$ cat src/rtl/psum_lif_accumulator_if.sv
// Handshake bundle between the LIF accumulator and its neighbours: partial-sum
// lanes, stored potential, threshold and the result/spike stream.
interface psum_lif_accumulator_if #(
  parameter int NUM_PSUM   = 3,
  parameter int PSUM_WIDTH = 9,
  parameter int POT_WIDTH  = 8
);
  logic [NUM_PSUM-1:0]            psum_valid;
  logic [NUM_PSUM*PSUM_WIDTH-1:0] psum_data;
  logic [NUM_PSUM-1:0]            psum_ready;
  logic                           mem_valid;
  logic signed [POT_WIDTH-1:0]    mem_data;
  logic                           mem_ready;
  logic signed [POT_WIDTH-1:0]    threshold;
  logic                           out_valid;
  logic                           out_ready;
  logic signed [POT_WIDTH-1:0]    out_potential;
  logic                           out_spike;
  logic [7:0]                     out_adder_idx;
  logic                           sat_flag;

  modport master (
    output psum_valid, psum_data, mem_valid, mem_data, threshold, out_ready,
    input  psum_ready, mem_ready, out_valid, out_potential, out_spike,
           out_adder_idx, sat_flag
  );

  modport slave (
    input  psum_valid, psum_data, mem_valid, mem_data, threshold, out_ready,
    output psum_ready, mem_ready, out_valid, out_potential, out_spike,
           out_adder_idx, sat_flag
  );
endinterface

$ cat src/rtl/psum_lif_accumulator.sv
// Leaky-integrate-and-fire accumulator: buffers NUM_PSUM partial-sum lanes, adds
// them to the stored membrane potential, thresholds and emits spike + new potential.
module psum_lif_accumulator #(
  parameter int NUM_PSUM   = 3,
  parameter int PSUM_WIDTH = 9,
  parameter int POT_WIDTH  = 8,
  parameter int FIFO_DEPTH = 4,
  parameter int SATURATE   = 1,
  parameter int RESET_MODE = 0,
  parameter int ADDER_IDX  = 0
) (
  input logic                    clk,
  input logic                    reset,
  psum_lif_accumulator_if.slave  bus
);

  localparam int PTR_W = (FIFO_DEPTH > 1) ? $clog2(FIFO_DEPTH) : 1;
  localparam int CNT_W = PTR_W + 1;
  localparam int SUM_W = POT_WIDTH + PSUM_WIDTH + 3;

  localparam logic signed [SUM_W-1:0] POT_MAX =
    {{(SUM_W-POT_WIDTH+1){1'b0}}, {(POT_WIDTH-1){1'b1}}};
  localparam logic signed [SUM_W-1:0] POT_MIN =
    {{(SUM_W-POT_WIDTH+1){1'b1}}, {(POT_WIDTH-1){1'b0}}};

  typedef enum logic {
    S_IDLE,
    S_OUT
  } state_t;

  state_t                 state_q, state_d;
  logic [POT_WIDTH-1:0]   pot_q, pot_d;
  logic                   spike_q, spike_d;
  logic                   sat_q, sat_d;

  logic [NUM_PSUM-1:0]    lane_nonempty;
  logic [PSUM_WIDTH-1:0]  lane_head [NUM_PSUM];
  logic                   fire;

  assign fire = (state_q == S_IDLE) && (&lane_nonempty) && bus.mem_valid;

  // Per-lane FIFOs; the head is read combinationally so the pop and the sum
  // happen in the same cycle. No fall-through: a fresh push is seen next cycle.
  for (genvar gi = 0; gi < NUM_PSUM; gi++) begin : g_lane
    logic [PSUM_WIDTH-1:0] fifo_ram [FIFO_DEPTH];
    logic [PTR_W-1:0]      wr_ptr_q, wr_ptr_d;
    logic [PTR_W-1:0]      rd_ptr_q, rd_ptr_d;
    logic [CNT_W-1:0]      count_q, count_d;
    logic                  full;
    logic                  push;

    assign full     = (count_q == CNT_W'(FIFO_DEPTH));
    assign push     = bus.psum_valid[gi] && !full;
    assign wr_ptr_d = push ? wr_ptr_q + 1'b1 : wr_ptr_q;
    assign rd_ptr_d = fire ? rd_ptr_q + 1'b1 : rd_ptr_q;
    assign count_d  = count_q + CNT_W'(push) - CNT_W'(fire);

    always_ff @(posedge clk or posedge reset) begin
      if (reset) begin
        wr_ptr_q <= '0;
        rd_ptr_q <= '0;
        count_q  <= '0;
      end else begin
        wr_ptr_q <= wr_ptr_d;
        rd_ptr_q <= rd_ptr_d;
        count_q  <= count_d;
      end
    end

    always_ff @(posedge clk) begin
      if (push) begin
        fifo_ram[wr_ptr_q] <= bus.psum_data[gi*PSUM_WIDTH +: PSUM_WIDTH];
      end
    end

    assign lane_head[gi]       = fifo_ram[rd_ptr_q];
    assign lane_nonempty[gi]   = (count_q != '0);
    assign bus.psum_ready[gi]  = !full;
  end

  // Narrow a full-width sum to POT_WIDTH; flags any value that does not fit,
  // whether it was clamped or wrapped.
  function automatic logic [POT_WIDTH:0] fit_pot(input logic signed [SUM_W-1:0] v);
    logic [POT_WIDTH-1:0] trunc;
    logic                 ovf;
    trunc = v[POT_WIDTH-1:0];
    ovf   = (v != {{(SUM_W-POT_WIDTH){trunc[POT_WIDTH-1]}}, trunc});
    if (SATURATE != 0 && v > POT_MAX) begin
      trunc = {1'b0, {(POT_WIDTH-1){1'b1}}};
    end else if (SATURATE != 0 && v < POT_MIN) begin
      trunc = {1'b1, {(POT_WIDTH-1){1'b0}}};
    end
    return {ovf, trunc};
  endfunction

  logic signed [SUM_W-1:0] sum_full;
  logic signed [SUM_W-1:0] diff_full;
  logic [POT_WIDTH:0]      sum_fit;
  logic [POT_WIDTH:0]      diff_fit;
  logic [POT_WIDTH-1:0]    r_pot;
  logic                    spike_cond;

  always_comb begin
    sum_full = {{(SUM_W-POT_WIDTH){bus.mem_data[POT_WIDTH-1]}}, bus.mem_data};
    for (int i = 0; i < NUM_PSUM; i++) begin
      sum_full = sum_full +
                 {{(SUM_W-PSUM_WIDTH){lane_head[i][PSUM_WIDTH-1]}}, lane_head[i]};
    end
  end

  assign sum_fit    = fit_pot(sum_full);
  assign r_pot      = sum_fit[POT_WIDTH-1:0];
  assign spike_cond = $signed(r_pot) >= $signed(bus.threshold);
  assign diff_full  = {{(SUM_W-POT_WIDTH){r_pot[POT_WIDTH-1]}}, r_pot} -
                      {{(SUM_W-POT_WIDTH){bus.threshold[POT_WIDTH-1]}}, bus.threshold};
  assign diff_fit   = fit_pot(diff_full);

  always_comb begin
    state_d = state_q;
    pot_d   = pot_q;
    spike_d = spike_q;
    sat_d   = sat_q;
    case (state_q)
      S_IDLE: begin
        if (fire) begin
          state_d = S_OUT;
          sat_d   = sat_q | sum_fit[POT_WIDTH];
          if (spike_cond) begin
            spike_d = 1'b1;
            if (RESET_MODE == 0) begin
              pot_d = '0;
            end else begin
              pot_d = diff_fit[POT_WIDTH-1:0];
              sat_d = sat_d | diff_fit[POT_WIDTH];
            end
          end else begin
            spike_d = 1'b0;
            pot_d   = r_pot;
          end
        end
      end
      S_OUT: begin
        if (bus.out_ready) begin
          state_d = S_IDLE;
        end
      end
      default: state_d = S_IDLE;
    endcase
  end

  always_ff @(posedge clk or posedge reset) begin
    if (reset) begin
      state_q <= S_IDLE;
      pot_q   <= '0;
      spike_q <= 1'b0;
      sat_q   <= 1'b0;
    end else begin
      state_q <= state_d;
      pot_q   <= pot_d;
      spike_q <= spike_d;
      sat_q   <= sat_d;
    end
  end

  assign bus.mem_ready     = fire;
  assign bus.out_valid     = (state_q == S_OUT);
  assign bus.out_potential = pot_q;
  assign bus.out_spike     = spike_q;
  assign bus.out_adder_idx = 8'(ADDER_IDX);
  assign bus.sat_flag      = sat_q;

endmodule

$ cat src/flat_wrapper.sv
// flat-port wrapper written by rule: the top's interface ports become plain ports
module psum_lif_accumulator_flat 
#(
  parameter int NUM_PSUM   = 3,
  parameter int PSUM_WIDTH = 9,
  parameter int POT_WIDTH  = 8,
  parameter int FIFO_DEPTH = 4,
  parameter int SATURATE   = 1,
  parameter int RESET_MODE = 0,
  parameter int ADDER_IDX  = 0
)
  (clk, reset, bus_psum_valid, bus_psum_data, bus_mem_valid, bus_mem_data, bus_threshold, bus_out_ready, bus_psum_ready, bus_mem_ready, bus_out_valid, bus_out_potential, bus_out_spike, bus_out_adder_idx, bus_sat_flag);
  psum_lif_accumulator_if #(.NUM_PSUM(NUM_PSUM), .PSUM_WIDTH(PSUM_WIDTH), .POT_WIDTH(POT_WIDTH)) bus_i ();
  input logic clk;
  input logic reset;
  input wire logic [$bits(bus_i.psum_valid)-1:0] bus_psum_valid;
  input wire logic [$bits(bus_i.psum_data)-1:0] bus_psum_data;
  input wire logic [$bits(bus_i.mem_valid)-1:0] bus_mem_valid;
  input wire logic [$bits(bus_i.mem_data)-1:0] bus_mem_data;
  input wire logic [$bits(bus_i.threshold)-1:0] bus_threshold;
  input wire logic [$bits(bus_i.out_ready)-1:0] bus_out_ready;
  output wire logic [$bits(bus_i.psum_ready)-1:0] bus_psum_ready;
  output wire logic [$bits(bus_i.mem_ready)-1:0] bus_mem_ready;
  output wire logic [$bits(bus_i.out_valid)-1:0] bus_out_valid;
  output wire logic [$bits(bus_i.out_potential)-1:0] bus_out_potential;
  output wire logic [$bits(bus_i.out_spike)-1:0] bus_out_spike;
  output wire logic [$bits(bus_i.out_adder_idx)-1:0] bus_out_adder_idx;
  output wire logic [$bits(bus_i.sat_flag)-1:0] bus_sat_flag;
  assign bus_i.psum_valid = bus_psum_valid;
  assign bus_i.psum_data = bus_psum_data;
  assign bus_i.mem_valid = bus_mem_valid;
  assign bus_i.mem_data = bus_mem_data;
  assign bus_i.threshold = bus_threshold;
  assign bus_i.out_ready = bus_out_ready;
  assign bus_psum_ready = bus_i.psum_ready;
  assign bus_mem_ready = bus_i.mem_ready;
  assign bus_out_valid = bus_i.out_valid;
  assign bus_out_potential = bus_i.out_potential;
  assign bus_out_spike = bus_i.out_spike;
  assign bus_out_adder_idx = bus_i.out_adder_idx;
  assign bus_sat_flag = bus_i.sat_flag;
  psum_lif_accumulator #(.NUM_PSUM(NUM_PSUM), .PSUM_WIDTH(PSUM_WIDTH), .POT_WIDTH(POT_WIDTH), .FIFO_DEPTH(FIFO_DEPTH), .SATURATE(SATURATE), .RESET_MODE(RESET_MODE), .ADDER_IDX(ADDER_IDX)) u_core (.clk(clk), .reset(reset), .bus(bus_i));
endmodule
$ cat config.mk
export PLATFORM = sky130hd
export DESIGN_NAME = psum_lif_accumulator_flat
export DESIGN_NICKNAME = d
export VERILOG_FILES = /design/src/rtl/psum_lif_accumulator_if.sv /design/src/rtl/psum_lif_accumulator.sv /design/src/flat_wrapper.sv
export SDC_FILE = /design/constraint.sdc
export NUM_CORES = 1
export LEC_CHECK = 0
export CAP_MARGIN = 25
export CORE_MARGIN = 10
export CORE_UTILIZATION = 45
export CTS_CLUSTER_SIZE = 14
export DETAILED_ROUTE_END_ITERATION = 10
export DONT_BUFFER_PORTS = 1
export PLACE_DENSITY = 0.71
export SKIP_CTS_REPAIR_TIMING = 1
export SLEW_MARGIN = 20
export SYNTH_ARGS = -nofsm -noshare
export SYNTH_HDL_FRONTEND = slang
export SYNTH_SLANG_ARGS = --single-unit
$ cat constraint.sdc
create_clock -name clk -period 13.2 [get_ports clk]
set_input_delay 2.64 -clock clk [delete_from_list [all_inputs] [get_ports clk]]
set_output_delay 2.64 -clock clk [all_outputs]
set_load 0.02 [all_outputs]
=== Yosys cells after proc, flatten, opt, wreduce, memory -nomap -nowiden ===
Memory sizes are Yosys's and may differ from the RTL's.
Index checks and enable logic that the tools add are counted.

* Bits in registers: 32
* Bits in latches: 0
* Memory bits (writable): 108
* ROM bits: 0
* Input bits: 50
* Output and inout bits: 23
* Logic and storage cells: 66
* Memories kept: 3

* Add/subtract/negate cells: 15
* $mul: 0
* Div/mod/pow operators: 0
* Order comparisons: 3
* Eq/ne operators: 4
* Shifts and indexed selects: 0
* Multiplexer cells: 13
* Bitwise operators: 2
* Reduce and logical (&&, ||, !) cells: 13

{| class="wikitable"
|+ Memory list
! memory !! depth !! bits a word !! read ports !! clocked after memory_dff !! write ports !! RTL line !! source
|-
| u_core.g_lane[0].fifo_ram || 4 || 9 || 1 || 0 || 1 || psum_lif_accumulator.sv:45 || <nowiki>logic [PSUM_WIDTH-1:0] fifo_ram [FIFO_DEPTH];</nowiki>
|-
| u_core.g_lane[1].fifo_ram || 4 || 9 || 1 || 0 || 1 || psum_lif_accumulator.sv:45 ||
|-
| u_core.g_lane[2].fifo_ram || 4 || 9 || 1 || 0 || 1 || psum_lif_accumulator.sv:45 ||
|}

{| class="wikitable"
|+ Operators with widths
! operator !! number
|-
| 20-bit adder || 2
|-
| 8-bit 2-to-1 mux || 3
|-
| 20-bit by 8-bit > comparator with 1-bit output (second input constant) || 1
|-
| 20-bit by 8-bit less-than comparator with 1-bit output (second input constant) || 1
|-
| 2-bit by 1-bit adder with 2-bit output (second input constant) || 6
|-
| 12-bit != test || 1
|-
| 8-bit by 9-bit adder with 10-bit output || 1
|-
| 3-bit by 1-bit adder with 3-bit output || 3
|-
| 3-bit == test (second input constant) || 3
|-
| 1-bit 2-to-1 mux || 9
|-
| 3-bit nonzero test || 3
|-
| 3-bit by 1-bit subtractor with 3-bit output || 3
|-
| 8-bit greater-or-equal comparator || 1
|-
| 1-bit logical AND || 5
|-
| 1-bit logical NOT || 3
|-
| 3-bit AND reduction || 1
|-
| 1-bit one-hot mux with 2 select lines || 1
|-
| 2-bit AND reduction || 1
|-
| 1-bit inverter || 1
|-
| 1-bit OR || 1
|}

=== Longest topological paths before layout ===
Gate-level depths: netlist (run 1).
An unclocked memory read counts as a cell.

* Word-level depth: 9
* Gate-level depth with buffers: 30
* Mapped depth without buffers: 28

=== Worst setup path before layout (run 1) ===
Ideal clock, no wire load.

* Kind: in2reg
* Start point: input bus_mem_data[0]
* End point: register u_core.pot_q[1], in the netlist u_core.bus.out_potential[1]
* Library setup time: 0.076 ns
* Arrival: 7.896 ns
* Required time: 13.124 ns
* Slack: 5.228 ns
* Stages: 27
* Buffers on the path: 1
* Cell sequence: ha_1 fa_1 a21oi_1 nor2_1 nor2_1 o21bai_1 a21oi_1 o21ai_0 xnor2_1 fa_1 inv_1 ha_1 buf_2 a21oi_2 nand2_1 a21oi_1 o2111ai_2 o41ai_4 nor2b_1 nor2_1 ha_1 a21o_1 a21oi_1 o21ai_0 o41a_1 or3_1 o21ai_1

* Cells in the longest elaborated chain, start to end: 8
* Elaborated cells between the ends (all ways): 9
* Classes of those cells: add/sub: 3; order compare: 3; mux: 3

{| class="wikitable"
|+ Ends and longest elaborated chain
! element !! RTL line !! source
|-
| start: declaration || flat_wrapper.sv:19 || <nowiki>input wire logic [$bits(bus_i.mem_data)-1:0] bus_mem_data;</nowiki>
|-
| 8-bit by 9-bit adder with 10-bit output (*) || psum_lif_accumulator.sv:106 || <nowiki>sum_full = sum_full +</nowiki>
|-
| 20-bit adder (*) (2 in series) || psum_lif_accumulator.sv:106 ||
|-
| 20-bit by 8-bit less-than comparator with 1-bit output || psum_lif_accumulator.sv:90 || <nowiki>end else if (SATURATE != 0 && v < POT_MIN) begin</nowiki>
|-
| 8-bit 2-to-1 mux || psum_lif_accumulator.sv:90 ||
|-
| 8-bit 2-to-1 mux (*) || psum_lif_accumulator.sv:88 || <nowiki>if (SATURATE != 0 && v > POT_MAX) begin</nowiki>
|-
| 8-bit greater-or-equal comparator || psum_lif_accumulator.sv:113 || <nowiki>assign spike_cond = $signed(r_pot) >= $signed(bus.threshold);</nowiki>
|-
| 8-bit 2-to-1 mux (*) || psum_lif_accumulator.sv:128 || <nowiki>if (spike_cond) begin</nowiki>
|-
| end signal: assignment || psum_lif_accumulator.sv:159 || <nowiki>pot_q <= pot_d;</nowiki>
|-
| end: declaration || psum_lif_accumulator.sv:32 || <nowiki>logic [POT_WIDTH-1:0] pot_q, pot_d;</nowiki>
|}

Mark *: on every way between the ends. The rest lies on a longest branch, timed or not.
A chain may end at the register's enable or synchronous reset.

=== Worst setup path after layout (run 1) ===
* Start point: input bus_mem_data[0]
* End point: register u_core.pot_q[0], in the netlist u_core.bus.out_potential[0]

Same word-level chain as after synthesis.

==> results of run 1 <==
==> sequential cells by signal, summed over array words and instances, names as in the netlist <==
register	count
u_core.g_lane.wr_ptr_q	6
u_core.bus.out_spike	1
u_core.bus.out_valid	1
u_core.bus.out_potential	8
u_core.bus.sat_flag	1
u_core.g_lane.rd_ptr_q	6
u_core.g_lane.count_q	9
u_core.g_lane.fifo_ram	108
==> worst max path at each step <==
stage,from,to,slack (ns),depth (start not counted)
after global placement,bus_mem_data[0],u_core.bus.out_potential[3],4.93,26
after floorplan,bus_mem_data[0],u_core.bus.out_potential[1],5.23,27
after CTS,bus_mem_data[0],u_core.bus.out_potential[1],5.17,26
after global routing,bus_mem_data[0],u_core.bus.out_potential[0],4.69,26
final,bus_mem_data[0],u_core.bus.out_potential[0],5.16,26
after detailed placement,bus_mem_data[0],u_core.bus.out_potential[1],4.73,26
==> worst max-delay path, stage by stage <==
cell,delay [ns]
ha_1,0.20
fa_1,0.40
a21oi_1,0.17
nor2_1,0.05
nor2_1,0.15
o21bai_1,0.08
a21oi_1,0.23
o21ai_0,0.15
xnor2_1,0.16
fa_1,0.48
inv_1,0.04
ha_1,0.38
a21oi_2,0.27
nand2_1,0.09
a21oi_1,0.18
o2111ai_2,0.21
o41ai_4,0.61
nor2b_1,0.26
nor2_1,0.07
ha_1,0.29
a21o_1,0.16
a21oi_1,0.14
o21ai_0,0.10
o41a_1,0.37
nor2_1,0.29
a32o_1,0.22
==> synthesized netlist by cell type (all sizes together) (2+ instances only) <==
master,number,area share (%)
a211oi,2,0.28
a21o,5,0.53
a21oi,14,1.0
a22o,3,0.37
a31oi,3,0.36
a32o,2,0.28
and2,3,0.27
and3,13,1.2
buf,12,1.1
clkbuf,8,0.48
dfrtp,32,11
edfxtp,108,46
fa,15,4.3
ha,45,8.0
inv,57,3.0
mux4,27,8.6
nand2,25,1.3
nand2b,6,0.57
nand3,8,0.57
nand4,2,0.27
nor2,16,0.85
nor2b,3,0.27
nor3,5,0.43
nor3b,3,0.32
o21ai,23,1.8
o21bai,2,0.21
o31ai,2,0.21
or2,2,0.18
or4,2,0.21
xnor2,23,2.9
xor2,4,0.50
==> area by class of cell <==
class	instances	area (µm²)
Clock buffer	21	450.4
Clock inverter	11	96.34
Fill cell	1273	7472
Inverter	57	214.0
Multi-Input combinational cell	276	2703
Sequential cell	140	4044
Tap cell	211	264.0
Timing Repair Buffer	2	15.01
==> per-stage QoR <==
stage / util (%) / hold slack (ns)
finish: 51.03 / 0.5139
global route: 51.03 / 0.5434
CTS: 51.03 / 0.5104
detailed placement: 47.45 / 0.5024
global placement: 47.45 / 0.4853
floorplan: - / 0.4677
==> cells by family after synthesis <==
logic type	after synthesis	share of synthesized area [%]
AO/OA/AOI/OAI	63	6.963
XOR/XNOR	27	3.357
adder cells (fa/ha/maj)	60	12.26
buffers and inverters	77	4.600
flip-flops	140	57.41
multiplexers	27	8.632
other	1	0.05323
AND/OR/NAND/NOR	91	6.732
==> routing by layer <==
layer	vias to the layer above	routed length [µm]	part of all wire, %	global-route usage, %
met5	-	0	0	0
met4	0	265	1.9	5.511
met3	15	939	6.9	5.557
met2	80	6997	51	22.60
met1	1926	5493	40	15.16
li1	1769	-	-	-
==> out/metrics.csv, run 1 <==
metric,value,unit
status,finished clean,
Clock transition at path regs,0.06,ns
sequential area share after synthesis,57.41,%
number of remaining DRC errors,0,
setup TNS,0,ns
routability-driven placement congestion ratio,0.8332,
WP data required,13.55,ns
synthesized flop and latch total,140,
area delta synth->final,10.53,%
area of the core,15260,µm²
Worst Hold Endpoint,u_core.g_lane[0].count_q[2],
DRT Pass-1 Iters,4,
GRT Overall Usage,13.58,%
Site Rows,45,
reg2reg path depth,27,
io pins,73,
iteration-0 DRC count of the detailed router,247,
Main synth FF type,edfxtp_1,
worst slew pin tran,0.6857,ns
fraction of layout cells with a size suffix above 1,14.60,%
clk sink count,140,
max_slew headroom,54.29,%
reg2reg start,u_core.g_lane[0].rd_ptr_q[0],
DP Worst Slack,4.733,ns
depth of the CTS H-tree,4,
Num CTS Buffers,17,
RSZ-0062 raised after global routing,no,
Nets,604,
Min-Delay Path Class,reg -> reg,
FMAX,124.3,MHz
Avg WL per Cell,19.08,µm
clock buffer depth,2,
vias in the first global route,4148,
Finished Cell Area,7786,µm²
final wirelength,13700,µm
startpoint type of the worst setup path,input port,
ant diodes,0,
die width,145.1,µm
Die ar.,21060,µm²
Worst Path Arrival,8.40,ns
final setup violation count,0,
Fin. Hold Viols,0,
RR Endpoint,u_core.bus.out_potential[0],
Placed Cells incl. Taps,686,
pin count of the biggest net entering global routing,33,
syn_area_per_cell,14.49,µm²
Hold Crit Start,u_core.g_lane[0].count_q[2],
Post-synth EDFFs,108,
period utilization,60.93,%
CP endpoint kind,flip-flop,
min cycle time layout,8.043,ns
placed instance area,7239,µm²
Max Cap Violations,0,
final setup margin,5.157,ns
Antenna Nets Post-Route,0,
Yosys cell types,54,
Critical Path Fanout Max,9,
root buf cell,clkbuf_16,
cell count after synthesis,486,
DP Wirelength,10210,µm
skew final,0.008029,ns
Reg2Reg Setup Slack,5.97,ns
asr flop ratio synth,22.86,%
Post-Syn Area,7044,µm²
Clock Latency Late Sink,0.42,ns
initial antenna violation count,0,
first-pass GRT wire length,22290,µm
fin cells,718,
Vias/cell,5.279,
synth warn,0,
Die Height,145.1,µm
Slew Limit Fails,0,
via count,3790,
most frequent cells in the layout,"edfxtp_1, inv_1, ha_1",
hold path depth,1,
I/O Buffers,0,
clock tree from TritonCTS,done,
"commonest non-fill, non-tap cell in the layout",edfxtp_1,
critical setup path kind,in -> reg,
Initial Util,46.17,%
grt total ovfl,0,
Power of run 1 is left out: the tool's default activity adds up to more than one toggle a clock period on the data nets, which glitch-free logic cannot reach.
==> run 2: changes to the inputs <==
==> constraint.sdc (replaced) <==
create_clock -name clk -period 8.05 [get_ports clk]
set_input_delay 1.61 -clock clk [delete_from_list [all_inputs] [get_ports clk]]
set_output_delay 1.61 -clock clk [all_outputs]
set_load 0.02 [all_outputs]
==> run 2 against run 1 <==
Effect of this change:
- cell count grew 0.14%
- via count decreased by 0.98%
- wire length is 1.4% lower
- setup slack worse by 4.1 ns
- core utilization up 0.14 points
- sequential share of layout area shrank 0.14 points
- cell area grew 0.27%
- critical path type unchanged
- first-iteration DRC count fell by 15%
- flip-flop and latch count unchanged
- register-to-register slack got worse by 4.8 ns
==> out/metrics.csv, run 2 (same netlist as run 1, synthesis figures left out) <==
metric,value,unit,change
status,finished clean,,
RSZ-0062 raised after global routing,no,,
GRT Overall Usage,13.37,%,-0.21 points
fraction of layout cells with a size suffix above 1,13.98,%,-0.62 points
I/O Buffers,0,,unchanged
Reg with most FFs,u_core.g_lane.fifo_ram,,
clock buffer depth,2,,unchanged
Critical Path Fanout Max,9,,unchanged
grt total ovfl,0,,unchanged
routability-driven placement congestion ratio,0.8421,,+1.1%
skew final,0.01602,ns,+0.007986 ns
period utilization,87.45,%,
Fin. Hold Viols,0,,unchanged
WP data required,8.40,ns,-5.15 ns
Max Cap Violations,0,,unchanged
worst slew pin tran,0.6337,ns,-0.05197 ns
Nets,605,,+0.17%
pin count of the biggest net entering global routing,33,,unchanged
Slew Limit Fails,0,,unchanged
Site Rows,45,,unchanged
die width,145.1,µm,unchanged
Worst path top cell family by delay,compound AO/OA/AOI/OAI gates,,
setup TNS,0,ns,unchanged
Min-Delay Path Class,reg -> reg,,
area of the core,15260,µm²,unchanged
Worst Path Arrival,7.39,ns,-1.01 ns
DP Wirelength,10060,µm,-1.5%
ant diodes,0,,unchanged
number of remaining DRC errors,0,,unchanged
Die Height,145.1,µm,unchanged
most frequent cells in the layout,"edfxtp_1, inv_1, ha_1",,
CP endpoint kind,flip-flop,,
Avg WL per Cell,18.78,µm,-1.5%
"slowest stage cell, crit path",o41ai_4,,
final setup violation count,0,,unchanged
DRT Pass-1 Iters,4,,unchanged
via count,3753,,-0.98%
root buf cell,clkbuf_16,,
Clock Latency Late Sink,0.42,ns,about the same
iteration-0 DRC count of the detailed router,211,,-15%
min cycle time layout,7.039,ns,
Die ar.,21060,µm²,unchanged
final core utilization,51.17,%,+0.14 points
Initial Util,46.17,%,unchanged
clk sink count,140,,unchanged
critical setup path kind,in -> reg,,
initial antenna violation count,0,,unchanged
clock tree from TritonCTS,done,,
Crit path top cell by count,a21oi_1,,
Vias/cell,5.220,,-1.1%
Num CTS Buffers,17,,unchanged
"commonest non-fill, non-tap cell in the layout",edfxtp_1,,
first-pass GRT wire length,21940,µm,-1.6%
max_slew headroom,57.70,%,+3.4 points
max reg flops,108,,unchanged
WP buf/inv,1,,unchanged
final wirelength,13510,µm,-1.4%
area delta synth->final,10.83,%,
io pins,73,,unchanged
startpoint type of the worst setup path,input port,,
depth of the CTS H-tree,4,,unchanged
vias in the first global route,4069,,-1.9%
Clock transition at path regs,0.06,ns,about the same
FMAX,142.1,MHz,
Antenna Nets Post-Route,0,,unchanged
CP max stage delay,0.60,ns,about the same
[run 2: cell types whose count changed in the layout (fill, tap and decap cells not counted), sizes merged]
cell	delta
buf	+1
bufinv	+1
clkbuf	-1
clkinv	-1
clkinvlp	+1
[run 2: worst register-to-register path, cell delays in order, from the launching register on]
cell and delay (ns):
dfrtp_1 0.64, mux4_2 0.40, ha_1 0.23, fa_1 0.40, a21oi_1 0.17, nor2_1 0.05, nor2_1 0.16, o21bai_1 0.09
a21oi_1 0.23, o21ai_0 0.15, xnor2_1 0.15, fa_1 0.48, inv_1 0.04, ha_1 0.39, a21oi_2 0.27, nand2_1 0.11
a21oi_1 0.19, o2111ai_2 0.21, o41ai_4 0.60, nor2b_1 0.24, nor2_1 0.07, ha_1 0.29, a21o_1 0.16, a21oi_1 0.14
o21ai_0 0.10, o41a_1 0.38, or3_1 0.36, o21ai_1 0.15
[run 2: final cells by class]
type | count | area, µm²
Clock buffer | 20 | 436.7
Tap cell | 211 | 264.0
Sequential cell | 140 | 4044
Fill cell | 1270 | 7451
Timing Repair Buffer | 3 | 22.52
Clock inverter | 12 | 123.9
Inverter | 57 | 214.0
Multi-Input combinational cell | 276 | 2703
[run 2: worst paths after layout]
path                                         startpoint                            to  slack [ns]  depth (start not counted)
max                                     bus_mem_data[0]   u_core.bus.out_potential[1]        1.01                         26
min                         u_core.g_lane[2].count_q[2]   u_core.g_lane[2].count_q[2]        0.52                          1
max reg2reg                u_core.g_lane[0].rd_ptr_q[1]   u_core.bus.out_potential[1]        1.15                         27
min reg2reg                 u_core.g_lane[2].count_q[2]   u_core.g_lane[2].count_q[2]        0.52                          1
max in group asynchronous                         reset  u_core.g_lane[0].rd_ptr_q[1]        6.52                          2
min in group asynchronous                         reset   u_core.g_lane[1].count_q[0]        1.18                          2
[run 2: metal layers]
| layer | up-vias | track usage (%) | part of all wire [%] | wire, µm |
|---|---|---|---|---|
| met2 | 86 | 22.19 | 51 | 6919 |
| met5 | - | 0 | 0 | 0 |
| met4 | 0 | 4.904 | 1.4 | 188 |
| met1 | 1881 | 15.23 | 40 | 5441 |
| met3 | 13 | 5.402 | 7.1 | 956 |
| li1 | 1773 | - | - | - |
[run 2: per-stage QoR]
step	hold WS, ns	instance area [µm²]	instances	setup WS, ns
3_3_place_gp	0.4842	7247	687	0.8055
4_1_cts	0.5172	7807	719	1.066
3_5_place_dp	0.5059	7247	687	0.6189
2_1_floorplan	0.4677	7071	493	1.108
6_report	0.5174	7807	719	1.011
5_1_grt	0.5400	7807	719	0.5696
Power of run 2 is left out for the same reason.
